--- config.mk ---
export PLATFORM = sky130hd
export DESIGN_NAME = vmx_row_feeder
export DESIGN_NICKNAME = d
export VERILOG_FILES = /design/src/rtl/vmx_row_feeder.sv
export SDC_FILE = /design/constraint.sdc
export NUM_CORES = 1
export LEC_CHECK = 0
export ABC_AREA = 1
export BUFFER_PORTS_ARGS = -buffer_cell sky130_fd_sc_hd__clkbuf_2
export CELL_PAD_IN_SITES_DETAIL_PLACEMENT = 0
export CELL_PAD_IN_SITES_GLOBAL_PLACEMENT = 1
export CORE_MARGIN = 8
export CORE_UTILIZATION = 41
export CTS_CLUSTER_SIZE = 25
export DETAILED_ROUTE_END_ITERATION = 10
export GPL_ROUTABILITY_DRIVEN = 0
export PLACE_DENSITY = 0.95
export SYNTH_ARGS = -nofsm -noshare
export SYNTH_HDL_FRONTEND = slang
export SYNTH_SLANG_ARGS = --single-unit
--- constraint.sdc ---
create_clock -name clk -period 3.3 [get_ports clk]
set_input_delay 0.165 -clock clk [delete_from_list [all_inputs] [get_ports clk]]
set_output_delay 0.165 -clock clk [all_outputs]
set_load 0.1 [all_outputs]
--- src/rtl/vmx_row_feeder.sv ---
`default_nettype none
// ============================================================================
// Module      : vmx_row_feeder
// Description : Stream-to-systolic-array front end for the VMX PE chain.
//               Loads one tagged weight per PE, forwards activation words,
//               then flushes the chain with zero bubbles.
// Revision    : 1.0 - initial release
// ============================================================================
module vmx_row_feeder #(
    parameter int DATA_W = 16,
    parameter int MAX_PE = 64,
    parameter int CNT_W  = 16
) (
    input  logic              clk,
    input  logic              rst,
    input  logic              start,
    input  logic [6:0]        num_pe,
    input  logic              simd_mode_cfg,
    input  logic              s_valid,
    output logic              s_ready,
    input  logic [DATA_W-1:0] s_data,
    input  logic              s_last,
    output logic [DATA_W-1:0] pe_data,
    output logic [7:0]        pe_load_ctrl,
    output logic              pe_simd_mode,
    output logic              pe_valid,
    output logic              busy,
    output logic              done,
    output logic [CNT_W-1:0]  beat_count
);

    typedef enum logic [1:0] {
        S_IDLE   = 2'd0,
        S_LOAD   = 2'd1,
        S_STREAM = 2'd2,
        S_FLUSH  = 2'd3
    } state_t;

    // 8'h7F decrements away from 8'h80 in every PE, so it never loads a weight
    localparam logic [7:0] c_tag_bubble = 8'h7F;
    localparam logic [7:0] c_tag_load   = 8'h80;
    localparam logic [6:0] c_max_pe     = 7'(MAX_PE);

    state_t             state_q, state_d;
    logic [6:0]         n_q, n_d;
    logic [5:0]         w_q, w_d;
    logic [6:0]         f_q, f_d;
    logic               mode_q, mode_d;
    logic [DATA_W-1:0]  pe_data_q, pe_data_d;
    logic [7:0]         pe_ctrl_q, pe_ctrl_d;
    logic               pe_valid_q, pe_valid_d;
    logic               done_q, done_d;
    logic [CNT_W-1:0]   beat_q, beat_d;

    logic               w_hs;
    logic [6:0]         w_n_clamped;

    assign s_ready      = (state_q == S_LOAD) || (state_q == S_STREAM);
    assign w_hs         = s_valid & s_ready;
    assign busy         = (state_q != S_IDLE);
    assign pe_data      = pe_data_q;
    assign pe_load_ctrl = pe_ctrl_q;
    assign pe_simd_mode = mode_q;
    assign pe_valid     = pe_valid_q;
    assign done         = done_q;
    assign beat_count   = beat_q;

    // Chain length for a new job: 0 behaves as 1, oversize requests cap at MAX_PE
    always_comb begin
        w_n_clamped = num_pe;
        if (num_pe == 7'd0) begin
            w_n_clamped = 7'd1;
        end else if (num_pe > c_max_pe) begin
            w_n_clamped = c_max_pe;
        end
    end

    // Next-state and next-output logic; every non-handshake cycle is a bubble
    always_comb begin
        state_d    = state_q;
        n_d        = n_q;
        w_d        = w_q;
        f_d        = f_q;
        mode_d     = mode_q;
        beat_d     = beat_q;
        pe_data_d  = '0;
        pe_ctrl_d  = c_tag_bubble;
        pe_valid_d = 1'b0;
        done_d     = 1'b0;

        case (state_q)
            S_IDLE: begin
                if (start) begin
                    n_d     = w_n_clamped;
                    mode_d  = simd_mode_cfg;
                    beat_d  = '0;
                    w_d     = 6'(w_n_clamped - 7'd1);
                    state_d = S_LOAD;
                end
            end
            S_LOAD: begin
                if (w_hs) begin
                    // Farthest PE first so the tag count-down lands on each PE in turn
                    pe_data_d = s_data;
                    pe_ctrl_d = c_tag_load | {2'b00, w_q};
                    if (w_q == 6'd0) begin
                        state_d = S_STREAM;
                    end else begin
                        w_d = w_q - 6'd1;
                    end
                end
            end
            S_STREAM: begin
                if (w_hs) begin
                    pe_data_d  = s_data;
                    pe_valid_d = 1'b1;
                    if (beat_q != {CNT_W{1'b1}}) begin
                        beat_d = beat_q + CNT_W'(1);
                    end
                    if (s_last) begin
                        f_d     = n_q;
                        state_d = S_FLUSH;
                    end
                end
            end
            S_FLUSH: begin
                f_d = f_q - 7'd1;
                if (f_q == 7'd1) begin
                    done_d  = 1'b1;
                    state_d = S_IDLE;
                end
            end
            default: begin
                state_d = S_IDLE;
            end
        endcase
    end

    // State and output registers with synchronous reset
    always_ff @(posedge clk) begin
        if (rst) begin
            state_q    <= S_IDLE;
            n_q        <= 7'd1;
            w_q        <= 6'd0;
            f_q        <= 7'd0;
            mode_q     <= 1'b0;
            pe_data_q  <= '0;
            pe_ctrl_q  <= c_tag_bubble;
            pe_valid_q <= 1'b0;
            done_q     <= 1'b0;
            beat_q     <= '0;
        end else begin
            state_q    <= state_d;
            n_q        <= n_d;
            w_q        <= w_d;
            f_q        <= f_d;
            mode_q     <= mode_d;
            pe_data_q  <= pe_data_d;
            pe_ctrl_q  <= pe_ctrl_d;
            pe_valid_q <= pe_valid_d;
            done_q     <= done_d;
            beat_q     <= beat_d;
        end
    end

endmodule
`default_nettype wire

==> metrics.yaml <==
power_and_ir_drop:
  leakage_nw: 1.76
  clkPwrFrac: 0.233
  p_int_mw: 1.75
  p_sw_frac: 0.475
  ir_worst_vdd_uv: 410
  p_comb_frac: 0.470
  power_density_nw_per_um2: 847
  p_sw_mw: 1.58
  p_seq_frac: 0.297
logic_synthesis:
  yosysSeqAreaShare: 0.412
  synth_top_area_frac: 0.412
  synth_top_area_cell: "dfxtp_1"
  synth_nets: 477
  ys_types: 37
  synth_ff_type: "dfxtp_1"
  syn_avg_cell_area_um2: 7.17
  yosysMostFrequentCell: "nand2_1"
  syn_inst: 440
  synth_area_leaders: "dfxtp_1 (41%), nand2_1 (11%), nor2_1 (8.3%)"
  ys_ff_latch: 65
  async_flop_share: 0
  synth_area_um2: 3160
  synth_warnings: 0
  synth_edf_count: 0
  synth_commonest_cells: "nand2_1 (90), nor2_1 (70), dfxtp_1 (65)"
clocking:
  htree_num_levels: 3
  tritoncts: "done"
  max-clock-path-buffers: 2
  insertion_delay_ns: 0.35
  cts_root_buf: "clkbuf_8"
  cts_inserted_buffers: 9
  numClockSinks: 65
  cts.clk_slew.worst_paths_ns: 0.08
sta:
  finClkSkew_ns: 0.0141
  worst_pin_slew_ns: 0.750
  fin_crit_sh: 0.646
  setup_viol: 0
  finalHoldViolCount: 0
  slew-limit-headroom: 0.500
  finalCriticalPeriod_ns: 2.13
  fin_hold_ws_ns: 0.0229
  slew_violations: 0
  rsz0062_at_grt: "false"
  tns_ns: 0
  fmax_mhz: 469
worst_setup_path:
  critPathArrivalTime_ns: 2.42
  critical_path.max_fanout: 14
  critical_path_class: "reg2reg"
  cp.required_ns: 3.59
  cp-end-kind: "flop"
  cp-start-kind: "flop"
floorplanning:
  ioPinCount: 74
  fp.dieH_um: 104
  dieArea_um2: 10800
  core_um2: 7610
  initial_core_util: 0.415
  dieWidth_um: 104
  fp-row-count: 32
detailed_routing:
  dr.pass1.iters: 4
  ant_nets: 0
  drtIter0Drc: 102
  drc: 0
  wl_um: 8200
  vias: 3016
  wire_per_inst_um: 12.9
  via_per_inst: 4.74
global_route:
  antenna_found_initial: 0
  grt_pass1_vias: 3136
  grt_first_pass_wirelength_um: 14500
  grt_busiest_layer: "met2"
  overflow: 0
  use_met2: 0.285
  grtUsageMet1: 0.174
  track_usage: 0.160
  met3_usage: 0.0613
  grt_start_max_net_pins: 31
placement:
  dp_hpwl_um: 6010
  placed_cells: 605
  portBuffers: 73
finish:
  final_nets: 566
  drive_gt1_frac: 0.210
  layout.cells.non_filler: 636
  diodes: 0
  fillers: 766
  syn_to_final_growth_pct: 24.8
outcome:
  outcome: "completed"
run:
  cap_violations: 0
min_path:
  hold_class: "in2reg"
==> critical path, cell delays in order, from the launching register on <==
cell     delay (ns)
dfxtp_1        0.38
inv_1          0.08
ha_1           0.32
inv_2          0.23
nor3_1         0.09
nand3_2        0.13
nand2_1        0.07
nor2_2         0.43
nand2_1        0.14
nand2_1        0.09
nand2_1        0.05
nor2_1         0.08
==> final timing paths <==
| check | slack [ns] | startpoint | depth (start not counted) | end |
|---|---|---|---|---|
| min | 0.02 | s_data[4] | 3 | pe_data[4] |
| max reg2reg | 1.17 | state_q[0] | 11 | beat_count[6] |
| max | 1.17 | state_q[0] | 11 | beat_count[6] |
| min reg2reg | 0.46 | f_q[5] | 2 | f_q[5] |
==> sequential cells by signal, indices dropped and copies added, names as in the netlist <==
name	count
w_q	6
n_q	7
beat_count	16
pe_valid	1
state_q	2
pe_simd_mode	1
pe_load_ctrl	8
done	1
pe_data	16
f_q	7
==> metal layers <==
metal | part of all wire | wire [um]
met1 | 0.43 | 3540
met4 | 0.0093 | 76
met2 | 0.50 | 4080
met3 | 0.061 | 502
met5 | 0 | 0
==> per-stage QoR <==
step	utilization	power (mW)	setup slack (ns)	cell area, um^2
final	0.518	3.34	1.17	3940
after global routing	0.518	3.57	0.960	3940
after CTS	0.518	3.36	1.19	3940
after detailed placement	0.468	2.56	1.20	3560
after global placement	0.468	2.53	1.28	3560
after floorplan	-	2.33	1.03	3160
==> cell usage in the layout, fill, tap and decap left out, types with 2 or more instances in the layout <==
cell            n
nand2_1        90
clkbuf_2       73
nor2_1         70
dfxtp_1        65
inv_1          61
nand3_1        24
a21oi_1        23
o21ai_0        23
dlygate4sd3_1  15
nor3_1         10
clkbuf_8       10
xor2_1          9
a21oi_2         8
ha_1            8
nand4_1         5
a211oi_1        4
inv_2           3
or2_1           3
nor2_2          3
nand2_2         3
clkinv_4        3
o21bai_2        2
o21ai_1         2
xnor2_1         2
o21bai_1        2
bufinv_16       2
==> kinds of logic (layout without fill, tap and decap cells) <==
group                    count (synthesis)  in the layout  synth area share
adder cells (fa/ha/maj)                  8              8            0.0317
flip-flops                              65             65             0.412
XOR/XNOR                                11             11            0.0305
AO/OA/AOI/OAI                           68             68             0.130
AND/OR/NAND/NOR                        213            213             0.290
buffers and inverters                   75            169             0.105
==> final cells by class <==
cell class,instances,area [um^2],area share
multi-input cells,300,1520,0.386
flip-flops and latches,65,1300,0.330
repair buffers,88,515,0.131
clock inverters,6,91.3,0.0232
well taps,102,128,0.0324
inverters,65,244,0.0619
clock buffers,10,138,0.0349
==> what timing repair did <==
item                      4_1_cts  5_1_grt
gates resized for setup         0        0
hold endpoints to repair       15        0
hold buffers                   15        0
setup buffers                   0        0
==> power by group through the flow <==
| stage | combinational [mW] | sequential [mW] | clock (mW) |
|---|---|---|---|
| 2_1_floorplan | 1.08 | 1.25 | 0 |
| 3_3_place_gp | 1.52 | 1.00 | 0 |
| 3_5_place_dp | 1.55 | 1.01 | 0 |
| 4_1_cts | 1.57 | 0.992 | 0.802 |
| 5_1_grt | 1.73 | 1.01 | 0.840 |
| 6_report | 1.57 | 0.990 | 0.778 |
Note: power is estimated with default switching activity, not from simulation.
